<file path="config.mk">
export PLATFORM = sky130hd
export DESIGN_NAME = oc_bank_arbiter
export DESIGN_NICKNAME = d
export VERILOG_FILES = /design/src/rtl/oc_bank_arbiter.sv
export SDC_FILE = /design/constraint.sdc
export NUM_CORES = 1
export LEC_CHECK = 0
export BUFFER_PORTS_ARGS = -buffer_cell sky130_fd_sc_hd__buf_4
export CAP_MARGIN = 0
export CORE_MARGIN = 2
export CORE_UTILIZATION = 35
export CTS_CLUSTER_SIZE = 28
export DETAILED_ROUTE_END_ITERATION = 7
export GPL_TIMING_DRIVEN = 0
export MAX_ROUTING_LAYER = met4
export PLACE_DENSITY = 0.59
export SLEW_MARGIN = 5
export SYNTH_ARGS = -nofsm -noshare
export SYNTH_HDL_FRONTEND = slang
export SYNTH_SLANG_ARGS = --single-unit
</file>
<file path="constraint.sdc">
create_clock -name clk -period 4.5 [get_ports clk]
set_clock_uncertainty 0.1 [all_clocks]
set_input_delay 0.9 -clock clk [delete_from_list [all_inputs] [get_ports clk]]
set_output_delay 0.9 -clock clk [all_outputs]
set_load 0.01 [all_outputs]
</file>
<file path="src/rtl/oc_bank_arbiter.sv">
// Read-port arbiter for the 4-bank operand register file: per-bank round-robin grant,
// writeback blocking, and a two-stage pipeline that tags bank read data with the winner id.
module oc_bank_arbiter #(
  parameter int NUM_REQ  = 8,
  parameter int NUM_BANK = 4,
  parameter int REG_ID_W = 5
) (
  input  logic                         clk,
  input  logic                         rst,
  input  logic [NUM_REQ-1:0]           req_vld,
  input  logic [NUM_REQ*REG_ID_W-1:0]  req_reg_id,
  output logic [NUM_REQ-1:0]           req_gnt,
  input  logic                         wb_vld,
  input  logic [REG_ID_W-1:0]          wb_reg_id,
  output logic [NUM_BANK-1:0]          bk_rd_en,
  output logic [NUM_BANK*3-1:0]        bk_rd_addr,
  output logic [NUM_BANK*3-1:0]        bk_ocid,
  output logic [NUM_BANK-1:0]          bk_vld,
  output logic [NUM_BANK-1:0]          bk_bz
);

  localparam int ID_W   = 3;
  localparam int ROW_W  = 3;
  localparam int BANK_W = 2;

  logic [ID_W-1:0]   ptr     [NUM_BANK];
  logic [BANK_W-1:0] tgt     [NUM_REQ];
  logic [ROW_W-1:0]  row     [NUM_REQ];
  logic [ID_W-1:0]   win_id  [NUM_BANK];
  logic [NUM_BANK-1:0] win_vld;
  logic [NUM_BANK-1:0] wb_blk;
  logic [ID_W-1:0]   idx;
  logic [ID_W-1:0]   s1_id   [NUM_BANK];
  logic [NUM_BANK-1:0] s1_bz;
  logic              wb_row_unused;

  // The writeback row does not matter here; only its bank is blocked.
  assign wb_row_unused = ^wb_reg_id[ROW_W-1:0];

  always_comb begin
    for (int r = 0; r < NUM_REQ; r++) begin
      tgt[r] = req_reg_id[r*REG_ID_W+ROW_W +: BANK_W];
      row[r] = req_reg_id[r*REG_ID_W +: ROW_W];
    end
  end

  // Per bank: first candidate at or after ptr, searching upward with natural 3-bit wrap.
  always_comb begin
    req_gnt = '0;
    win_vld = '0;
    wb_blk  = '0;
    idx     = '0;
    for (int b = 0; b < NUM_BANK; b++) win_id[b] = '0;
    if (wb_vld) wb_blk[wb_reg_id[ROW_W +: BANK_W]] = 1'b1;
    for (int b = 0; b < NUM_BANK; b++) begin
      if (!rst && !wb_blk[b]) begin
        for (int i = 0; i < NUM_REQ; i++) begin
          idx = ptr[b] + ID_W'(i);
          if (!win_vld[b] && req_vld[idx] && tgt[idx] == BANK_W'(b)) begin
            win_vld[b] = 1'b1;
            win_id[b]  = idx;
          end
        end
      end
      if (win_vld[b]) req_gnt[win_id[b]] = 1'b1;
    end
  end

  always_ff @(posedge clk) begin
    if (rst) begin
      for (int b = 0; b < NUM_BANK; b++) begin
        ptr[b]   <= '0;
        s1_id[b] <= '0;
      end
      s1_bz      <= '0;
      bk_rd_en   <= '0;
      bk_rd_addr <= '0;
      bk_ocid    <= '0;
      bk_vld     <= '0;
      bk_bz      <= '0;
    end else begin
      for (int b = 0; b < NUM_BANK; b++) begin
        bk_rd_en[b] <= win_vld[b];
        s1_bz[b]    <= wb_blk[b];
        if (win_vld[b]) begin
          ptr[b]                  <= win_id[b] + 3'd1;
          s1_id[b]                <= win_id[b];
          bk_rd_addr[b*3 +: 3]    <= row[win_id[b]];
        end
        // Stage 2 lines the id up with the SRAM data; ocid holds when no read was issued.
        bk_vld[b] <= bk_rd_en[b];
        bk_bz[b]  <= s1_bz[b];
        if (bk_rd_en[b]) bk_ocid[b*3 +: 3] <= s1_id[b];
      end
    end
  end

endmodule

</file>
==> results of run 1 <==
through the flow:
stage	total power [W]	util, %	area [um^2]
global placement	0.00680	40.8	9880
CTS	0.00867	47.1	11400
global route	0.00979	49.1	11900
floorplan	0.00531	-	8760
detailed placement	0.00680	40.8	9880
finish	0.00926	49.1	11900
worst paths after layout:
path	to	slack, ns	cells past startpoint
min	bk_bz[2]$_SDFF_PP0_	0.34	1
min reg2reg	bk_bz[2]$_SDFF_PP0_	0.34	1
max	req_gnt[1]	-0.65	16
max reg2reg	bk_rd_addr[1]$_SDFFE_PP0P_	0.40	17
logic make-up (layout without fill, tap and decap cells):
group / count (synthesis) / in the layout / synth area share [%]
AND/OR/NAND/NOR: 346 / 346 / 23.5
flip-flops: 64 / 64 / 17.7
buffers and inverters: 121 / 329 / 6.44
AO/OA/AOI/OAI: 224 / 224 / 19.9
multiplexers: 171 / 171 / 28.7
XOR/XNOR: 18 / 18 / 2.14
adder cells (fa/ha/maj): 12 / 12 / 1.74
layer usage:
layer  global-route usage [%]  vias to the layer above
met5                        -                        -
met4                     7.71                        0
met3                     3.80                       92
met2                     40.1                      494
met1                     34.6                     4491
li1                         -                     4160
sequential cells by signal, indices dropped and copies added (netlist names):
name and flops:
bk_ocid 12, s1_id 12, s1_bz 4, bk_rd_en 4, bk_bz 4, bk_rd_addr 12
ptr 12, bk_vld 4
layout make-up:
| cell class | instances | share of cell area, % |
|---|---|---|
| tap | 324 | 3.41 |
| timing repair buffer | 196 | 13.1 |
| clock buffer | 9 | 1.89 |
| inverter | 48 | 1.83 |
| multi-input combinational | 771 | 61.7 |
| sequential | 64 | 12.8 |
| buffer | 69 | 4.88 |
| clock inverter | 7 | 0.441 |
where the power goes:
group          switching, W  internal [W]
registers          0.000177      0.000869
logic               0.00401       0.00355
clock network      0.000280      0.000377
cell usage after synthesis (all sizes together) (10+ instances only):
cell / count
mux2i: 88
nor2: 66
nand2: 59
mux4: 58
buf: 47
inv: 46
dfxtp: 40
a21oi: 28
clkbuf: 26
mux2: 25
nand3: 25
edfxtp: 24
o211ai: 22
and2: 21
nor2b: 20
nor3b: 19
nand3b: 18
o21ai: 18
and3: 17
nand2b: 17
nor3: 14
o22ai: 14
a211oi: 13
a31oi: 13
and3b: 13
a22oi: 12
ha: 12
a211o: 11
xnor2: 10
what timing repair did:
item	4_1_cts	5_1_grt
endpoints found under the setup margin	15	8
pin swaps	38	39
setup buffers	73	28
gates resized for setup	176	67
==> results, run 1 <==
- The run finished, with violations left.
- The final reports fail on setup timing.
- Setup violations remaining at the end of the flow were counted as 8.
- Once layout is complete, the cells apart from fillers number 1488.
- The launch instance of the worst min-delay path is s1_bz[2]$_SDFF_PP0_.
- Detailed placement finished with a half-perimeter wire length of 23800 um.
- The headroom to the max-slew limit is 44.4%.
- The detailed-routed wire length on met2 is 15400 um.
- In the routed layout, each cell is associated on average with a via count of 6.21.
- Walking the worst path, the cells encountered are inv_2 -> buf_8 -> ha_4 -> and4b_1 -> or2_1 -> mux4_2 -> buf_6 -> nor4_4 -> o22a_1 -> a221o_1 -> and2_4 -> buf_8 -> inv_8 -> a222oi_1 -> o31ai_2 -> buf_4.
- Including well taps, the total number of placed cells is 1376.
- The critical path class is reg2out.
- The die footprint is 25900 um^2.
- In the final design database the tool counted 1227 nets.
- The standby leakage power is 4.89 nW.
- STA classifies the critical path startpoint as a flop.
- The fraction of layout cells with a size suffix above 1 is 41.7%.
- The max-slew violation count is 0.
- The portion of the post-synthesis area used by sequential elements is 17.7%.
- The min-delay analysis places its worst path in the category reg2reg.
- Yosys printed 0 warnings.
- In the final layout, flip-flops and latches occupy 1520 um^2.
- The critical path starts at ptr[2][0]$_SDFFCE_PN0P_.
- The synthesized flop and latch total is 64.
- The total clock buffers created by CTS is 9.
- Setup repair after global routing could not meet its margin everywhere.
- The antenna diode instance count is 0.
- Summed over all failing endpoints, the final setup total negative slack is -4.78 ns.
- The total overflow reported by the global router is 0.
- The cell at the root of the clock tree is clkbuf_16.
- mux4_2 takes more of the synthesized area than any other cell.
- The post-cts hold buffer count is 0.
- The clock passes through at most 2 buffers.
- CTS saw 64 sinks.
- The most common flop cell mapped by yosys is dfxtp_1.
- The critical-path cell with the highest stage delay is mux4_2.
- The critical path's most frequent cell is buf_8.
- The first-pass GRT wire length is 51200 um.
- The number of global-route vias before repair is 8938.
- From synthesis to final layout, the design area changed by 38.2%.
- The number of buffer cells added on primary ports is 96.
- The largest fanout of any net on the critical path is 7.
- The number of cells produced by synthesis is 956.
- The count of nets left with antenna violations once routing finished came out at 0.
- The number of vias in the routed layout is 9237.
- The total wirelength of the detailed-routed design is 33100 um.
- The worst register-to-register path begins at ptr[0][0]$_SDFFCE_PN0P_.
- During I/O placement, the number of pins put on the boundary was 100.
- The top cell type by area accounts for 15.2% of the synthesized area.
- The delay of the slowest cell on the worst path is 0.56 ns.
- Max-cap violations in this run came to 0.
- Of all flip-flops after synthesis, the portion carrying an async set or reset was 0%.
- For the pin with the worst max-slew slack, the measured transition is 0.833 ns.
- The top layer used by detailed routing is met4.
- Dividing total power by cell area gives a power density of 778 nW/um^2.
- The initial antenna violation count is 0.
- The endpoint type of the worst setup path is an output port.
- The number of nets produced by synthesis is 1024.
- The number of inserted filler cells in the final layout is 2272.
- The pin count of the biggest net entering global routing is 14.
- For this run, design rule violations remaining after detail routing come to 0.
- The routed length per placed instance is 22.3 um.
- The initial detailed-routing violation count is 1078.
- The number of distinct library cell variants in the gate-level netlist after synthesis is 100.
- At the end of routability-driven placement, the weighted congestion stood at 0.981.
- The number of enable-type register cells in the synthesized netlist is 24.
- The peak ir drop on the vdd network is 0.000513 V.
- The final critical path takes up 115% of the cycle.
- For the worst setup path, the data required time is 3.50 ns.
- The floorplan row count is 57.
- The pre-CTS setup slack is -1.29 ns.
- The first TritonRoute pass finished after 8 iterations.
- The clock-pin slew on the worst setup and hold paths is 0.06 ns.
- The core region is 24200 um^2.
- The setup slack after layout is -0.655 ns.
- The CTS tree is yes.
- After detailed routing, the wire length on met1 is 14100 um.
- The combined buffer and inverter count along the critical path is 6.
- The number of levels the H-tree was split into is 3.
- Summing all multi-input logic gate instances after layout gives 7340 um^2.
- The worst path in the final design needs a cycle of 5.15 ns, including I/O delays and setup.
- STA puts the critical path data arrival time at 4.15 ns.
- After detailed routing, the met3 layer carries 2490 um of wire.
- The most common cell after layout, fill and taps aside is buf_4.
- By area the synthesized netlist is led by mux4_2, mux2i_1, dfxtp_1.
- The clock latency on the worst-skew pair is 0.34 ns.
- The netlist area before placement is 8610 um^2.
- The die is 161 um tall.
- The die span in x is 161 um.
- The per-instance average area after synthesis is 9.01 um^2.
- Across every metal layer, demand over resource in global routing totals 25.7%.
- Static timing analysis puts the maximum clock frequency at 0.194 GHz.
- The top cell types in the final layout, fill and taps aside, are buf_4, mux2i_1, nor2_1.
- For this configuration, the core starts out at a cell density of 35.5%.
- The kind of cell adding the most delay to the critical path is compound AO/OA/AOI/OAI gates.
- The minimum hold slack is 0.336 ns.
- The number of failing hold endpoints at the final stage was 0.
(Power assumes the default switching activity.)
==> run 2, diff against run 1 <==
- PLACE_DENSITY: 0.59 -> 0.51
==> results, run 2 (synthesis gave the netlist of run 1 again) <==
- The total clock buffers created by CTS is 9 (unchanged).
- The standby leakage power is 4.84 nW (-0.94%).
- The sort of element at the start of the critical path is an input pin.
- The endpoint type of the worst setup path is an output port.
- The pin count of the biggest net entering global routing is 19 (+5).
- The max-slew violation count is 0 (unchanged).
- The critical path class is in2out.
- The combined buffer and inverter count along the critical path is 6 (unchanged).
- Walking the worst path, the cells encountered are buf_6 -> buf_8 -> or3b_4 -> mux4_2 -> a211oi_4 -> o32a_4 -> nor4_4 -> buf_4 -> a211o_1 -> o21ai_4 -> buf_6 -> inv_8 -> a22o_1 -> a211o_1 -> buf_6.
- The critical path's most frequent cell is buf_6.
- The CTS tree is yes.
- The number of buffer cells added on primary ports is 96 (unchanged).
- The minimum hold slack is 0.336 ns (+0.000527 ns).
- The number of nets in the layout is 1223 (-0.33%).
- The residual DRC count is 0 (unchanged).
- The first-pass GRT wire length is 52300 um (+2.1%).
- The core box area is 24200 um^2 (unchanged).
- The setup slack after layout is -0.625 ns (+0.0292 ns).
- The initial antenna violation count is 0 (unchanged).
- The die footprint is 25900 um^2 (unchanged).
- The floorplan row count is 57 (unchanged).
- The placed wire-length estimate is 24400 um (+2.7%).
- The final clock period utilization by the worst path was 114% (-0.65 points).
- The fraction of layout cells with a size suffix above 1 is 42.2% (+0.49 points).
- The number of top-level pins is 100 (unchanged).
- The initial detailed-routing violation count is 808 (-25%).
- The post-layout utilization of the core is 49.0% (-0.13 points).
- The count of TritonRoute iterations in the first routing pass was 5 (-3).
- The peak ir drop on the vdd network was 0.000379 V (-26%).
- The largest fanout of any net on the critical path came to 5 (-2).
- The tree is rooted in a clkbuf_16.
- The via density per instance was 6.21 (about the same).
- The total wirelength of the detailed-routed design is 33800 um (+2.1%).
- The post-cts hold buffer count is 0 (unchanged).
- The final weighted congestion of routability-driven global placement is 0.881 (-10%).
- The residual antenna-violating net count after detailed routing is 0 (unchanged).
- The clock-pin slew on the worst setup and hold paths was 0.06 ns (about the same).
- Compared with the post-synthesis result, the final layout area differs by 37.8%.
- The delay of the slowest cell on the worst path was 0.51 ns (-0.05 ns).
- The number of vias in the routed layout came to 9212 (-0.27%).
- The data arrival at the endpoint of the critical path is 4.13 ns (-0.02 ns).
- The initial core utilization is 35.5% (unchanged).
- The headroom to the max-slew limit is 41.4% (-3.0 points).
- The number of levels the H-tree was split into came to 3 (unchanged).
- The fmax was 0.195 GHz (+0.57%).
- The power per cell area came to 783 nW/um^2 (+0.62%).
- The routed length per placed instance is 22.8 um (+2.4%).
- The data required time of the worst path was 3.50 ns (about the same).
- The antenna diode instance count is 0 (unchanged).
- The max-capacitance violation count is 0 (unchanged).
- The total overflow reported by the global router came to 0 (unchanged).
- The total setup violations reported at the end of the flow is 8 (unchanged).
- The die span in x is 161 um (unchanged).
- The clock period minus final worst setup slack is 5.13 ns (-0.0292 ns).
- The actual transition at the worst max-transition pin came to 0.878 ns (+0.0450 ns).
- The number of inserted filler cells in the final layout was 2312 (+1.8%).
- Among all stages on the critical path, the largest delay is contributed by mux4_2.
- The flow ran to the end, but the final reports show violations.
- Setup repair after global routing could not meet its margin everywhere.
- The number of global-route vias before repair is 9052 (+1.3%).
- The final reports fail on setup timing.
- The kind of cell adding the most delay to the critical path is compound AO/OA/AOI/OAI gates.
- The clock sink total is 64 (unchanged).
- The clock latency on the worst-skew pair was 0.33 ns (about the same).
- The die span in y is 161 um (unchanged).
- The total global-route track usage is 26.4% (+0.70 points).
- The path class of the tightest hold or removal check is reg2reg.
- The number of failing hold endpoints at the final stage is 0 (unchanged).
- The library cells used most frequently in the layout, excluding fill and tap cells, are buf_4, mux2i_1, nor2_1.
- Leaving out fill and tap cells, the most frequent cell in the layout is buf_4.
- The worst-case clock buffer depth is 2 (unchanged).
[run 2: cell type report]
type / instances / area (um^2) / area share (%)
repair buffers: 192 / 1490 / 12.5
clock buffers: 11 / 275 / 2.32
well taps: 324 / 405 / 3.41
clock inverters: 5 / 42.5 / 0.358
plain buffers: 69 / 556 / 4.68
flip-flops and latches: 64 / 1520 / 12.8
multi-input cells: 771 / 7370 / 62.1
inverters: 48 / 213 / 1.79
[run 2: worst register-to-register path: cells and delay by family, from the launching register on]
family,cells,cell delay (ns)
xor+xnor,1,0.26
buf+inv,5,0.78
fa+ha+maj,1,0.18
mux,1,0.26
compound gates,6,1.34
flops,1,0.45
simple gates,2,0.52
[run 2: power breakdown]
group	switching, W	internal [W]
clock	0.000282	0.000446
combinational	0.00404	0.00349
sequential	0.000164	0.000870
total	0.00449	0.00480
[run 2: final timing paths]
kind                                 from                          to  slack (ns)  cells after the start
setup / recovery           req_reg_id[13]                  req_gnt[5]       -0.63                     15
hold / removal        s1_bz[3]$_SDFF_PP0_         bk_bz[3]$_SDFF_PP0_        0.34                      1
setup reg to reg  ptr[0][0]$_SDFFCE_PN0P_  bk_rd_addr[1]$_SDFFE_PP0P_        0.47                     16
hold reg to reg       s1_bz[3]$_SDFF_PP0_         bk_bz[3]$_SDFF_PP0_        0.34                      1
[run 2: routing by layer]
layer	global-route usage, %	vias to the layer above	routed length, um
li1	-	4139	-
met1	34.6	4567	14500
met2	41.9	422	16100
met3	3.31	84	2030
met4	9.74	0	1220
met5	-	-	0
[run 2: metrics by stage]
step           power, W  setup TNS [ns]  setup slack [ns]  instances  area, um^2
4_1_cts         0.00879           -4.97            -0.725       1460       11500
2_1_floorplan   0.00531          -0.276            -0.170        956        8760
3_5_place_dp    0.00686          -12.00             -1.20       1376        9880
5_1_grt         0.00986           -5.45            -0.734       1484       11900
3_3_place_gp    0.00688          -12.98             -1.26       1376        9880
6_report        0.00929           -4.62            -0.625       1484       11900
[run 2: repair_timing]
item	in CTS	in global routing
buffers inserted	72	24
pin swaps	38	21
gates resized for setup	171	62
hold endpoints to repair	0	0
endpoints found under the setup margin	16	8
==> run 3, diff against run 2 <==
- CORE_UTILIZATION: 35 -> 41
- CTS_BUF_LIST: not set -> sky130_fd_sc_hd__clkbuf_2 sky130_fd_sc_hd__clkbuf_4 sky130_fd_sc_hd__clkbuf_8
- PLACE_DENSITY: 0.51 -> 0.59
==> results, run 3 (synthesis gave the netlist of run 1 again) <==
- The power spent charging and discharging nets is 0.00447 W (-0.48%).
- The clock sink total was 64 (unchanged).
- The capture point of the worst reg-to-reg path is bk_rd_addr[6]$_SDFFE_PP0P_.
- The clock period minus final worst setup slack was 5.18 ns (+0.0578 ns).
- The floorplan row count is 53 (-7.0%).
- The data arrival at the endpoint of the critical path is 4.18 ns (+0.05 ns).
- The clock-pin slew on the worst setup and hold paths is 0.08 ns (+0.02 ns).
- The part of the power in combinational logic is 83.1% (+2.1 points).
- The post-layout utilization of the core is 56.8% (+7.9 points).
- The delay of the slowest cell on the worst path is 0.52 ns (about the same).
- The die footprint is 22200 um^2 (-14%).
- The setup slack after layout is -0.683 ns (-0.0578 ns).
- The register-to-register path setup slack is 0.32 ns (-0.15 ns).
- The worst-case clock buffer depth came to 2 (unchanged).
- The initial core utilization came to 41.4% (+5.8 points).
- The clock latency on the worst-skew pair is 0.36 ns (+0.03 ns).
- The pin count of the biggest net entering global routing is 13 (-6).
- STA classifies the critical path startpoint as an input pin.
- Among all stages on the critical path, the largest delay is contributed by mux4_2.
- The die span in y is 149 um (-7.4%).
- The critical path's most frequent cell is buf_6.
- The number of levels the H-tree was split into is 3 (unchanged).
- The total clock buffers created by CTS is 9 (unchanged).
- The max-capacitance violation count is 0 (unchanged).
- The residual antenna-violating net count after detailed routing came to 0 (unchanged).
- The final clock period utilization by the worst path is 115% (+1.3 points).
- The number of inserted filler cells in the final layout is 1868 (-19%).
- The number of global-route vias before repair is 8946 (-1.2%).
- The total wirelength of the detailed-routed design is 32300 um (-4.4%).
- The worst-case reg-to-reg path depth is 17 (+1).
- The count of TritonRoute iterations in the first routing pass is 5 (unchanged).
- The routed length per placed instance is 22.4 um (-1.8%).
- The relative contribution of the clock network to total power came to 5.7% (-2.1 points).
- The total setup violations reported at the end of the flow is 8 (unchanged).
- The standby leakage power was 4.86 nW (+0.38%).
- The cell at the root of the clock tree is clkbuf_8.
- The die span in x is 149 um (-7.4%).
- The initial detailed-routing violation count is 791 (-2.1%).
- The first-pass GRT wire length is 49600 um (-5.1%).
- The register area came to 1520 um^2 (unchanged).
- The worst hold path depth is 1 (unchanged).
- For hold timing, the worst endpoint is bk_bz[2]$_SDFF_PP0_.
- The headroom to the max-slew limit is 31.7% (-9.6 points).
- Setup repair after global routing could not meet its margin everywhere.
- The residual DRC count came to 0 (unchanged).
- The antenna diode instance count is 0 (unchanged).
- The largest fanout of any net on the critical path is 5 (unchanged).
- The placed wire-length estimate is 23200 um (-5.0%).
- The footprint of the multi-input gates is 7450 um^2 (+1.0%).
- From synthesis to final layout, the design area changed by 37.4%.
- The total global-route track usage was 29.3% (+3.0 points).
- The core box area is 20800 um^2 (-14%).
- The number of buffer cells added on primary ports is 96 (unchanged).
- The CTS tree is yes.
- The power per cell area came to 776 nW/um^2 (-0.91%).
- Leaving out fill and tap cells, the most frequent cells in the layout are buf_4, mux2i_1, nor2_1.
- STA classifies the critical path endpoint as an output port.
- The critical path is of the in2out type.
- The max-slew violation count is 0 (unchanged).
- The library cell used most frequently in the layout, excluding fill and tap cells, is buf_4.
- The number of nets in the layout was 1233 (+0.82%).
- The post-cts hold buffer count is 0 (unchanged).
- The checks that failed: setup timing.
- The share of total power in sequential cells is 11.2% (about the same).
- The total power draw is 0.00917 W (-1.3%).
- The net switching fraction of the power is 48.7% (+0.38 points).
- The run finished, with violations left.
- The cell-internal power is 0.00471 W (-2.0%).
- The fraction of layout cells with a size suffix above 1 came to 42.6% (+0.49 points).
- The number of top-level pins was 100 (unchanged).
- The final weighted congestion of routability-driven global placement is 0.945 (+7.3%).
- The combined buffer and inverter count along the critical path came to 5 (-1).
- The number of vias in the routed layout is 9181 (-0.34%).
- The type of the worst min-delay path is reg2reg.
- The actual transition at the worst max-transition pin was 1.02 ns (+0.144 ns).
- The data required time of the worst path is 3.50 ns (about the same).
- The total overflow reported by the global router is 0 (unchanged).
- The worst hold path begins at s1_bz[2]$_SDFF_PP0_.
- The peak ir drop on the vdd network came to 0.000471 V (+24%).
- The startpoint identified for the worst register-to-register timing path is ptr[2][0]$_SDFFCE_PN0P_.
- The number of failing hold endpoints at the final stage came to 0 (unchanged).
- The via density per instance is 6.35 (+2.4%).
- The kind of cell adding the most delay to the critical path is compound AO/OA/AOI/OAI gates.
- The signal on the critical path passes through buf_6 -> buf_8 -> or3b_4 -> mux4_2 -> a211oi_4 -> o32a_4 -> nor4_4 -> buf_4 -> buf_6 -> a31o_4 -> a21oi_4 -> nand3b_1 -> o22ai_2 -> a211o_1 -> buf_6.
- The initial antenna violation count is 1 (+1).
- The fmax was 0.193 GHz (-1.1%).
[run 3: cell types whose count changed in the layout (fill, tap and decap cells not counted), moves of 5 or more]
cell | previous run | this run
clkbuf_16 | 11 | 0
buf_6 | 18 | 25
clkbuf_8 | 3 | 10
mux2i_2 | 10 | 5
[run 3: final cells by class]
cell class | instances | area share, %
multi-input cells | 771 | 62.9
repair buffers | 201 | 13.1
flip-flops and latches | 64 | 12.9
plain buffers | 70 | 4.64
well taps | 275 | 2.91
inverters | 48 | 1.86
clock buffers | 10 | 1.16
clock inverters | 6 | 0.539
[run 3: worst max path at each step]
| stage | to | depth (start not counted) | slack, ns | from |
|---|---|---|---|---|
| floorplan | req_gnt[5] | 12 | -0.17 | req_reg_id[14] |
| global route | req_gnt[1] | 14 | -0.78 | ptr[3][2]$_SDFFCE_PN0P_ |
| global placement | req_gnt[6] | 15 | -1.22 | ptr[3][1]$_SDFFCE_PN0P_ |
| CTS | req_gnt[5] | 15 | -0.67 | req_reg_id[13] |
| detailed placement | req_gnt[6] | 15 | -1.22 | ptr[3][1]$_SDFFCE_PN0P_ |
| finish | req_gnt[4] | 15 | -0.68 | req_reg_id[14] |
[run 3: stage by stage]
| stage | cells | TNS [ns] | cell area (um^2) | hold slack, ns | setup WS (ns) |
|---|---|---|---|---|---|
| 2_1_floorplan | 956 | -0.276 | 8760 | 0.314 | -0.170 |
| 3_3_place_gp | 1327 | -12.11 | 9820 | 0.316 | -1.22 |
| 3_5_place_dp | 1327 | -12.35 | 9820 | 0.320 | -1.22 |
| 4_1_cts | 1408 | -4.75 | 11100 | 0.337 | -0.670 |
| 5_1_grt | 1445 | -5.51 | 11800 | 0.346 | -0.777 |
| 6_report | 1445 | -5.07 | 11800 | 0.337 | -0.683 |
[run 3: timing repair]
action	in CTS	in global routing
resized for setup	143	110
buffers inserted	67	38
pin swaps	33	40
setup endpoints to repair	19	8
[run 3: power groups by stage]
| stage | Sequential [W] | Combinational, W | Clock (W) |
|---|---|---|---|
| CTS | 0.00103 | 0.00685 | 0.000533 |
| finish | 0.00103 | 0.00763 | 0.000519 |
| detailed placement | 0.00105 | 0.00575 | 0 |
| global route | 0.00105 | 0.00810 | 0.000558 |
| global placement | 0.00105 | 0.00574 | 0 |
| floorplan | 0.00104 | 0.00427 | 0 |
[run 3: routing by layer]
metal	wire length [um]	share of wire, %	vias up	GRT usage [%]
li1	-	-	4175	-
met1	13400	41	4504	37.7
met2	15800	49	418	47.8
met3	2240	6.9	84	4.74
met4	933	2.9	0	8.81
met5	0	0	-	-
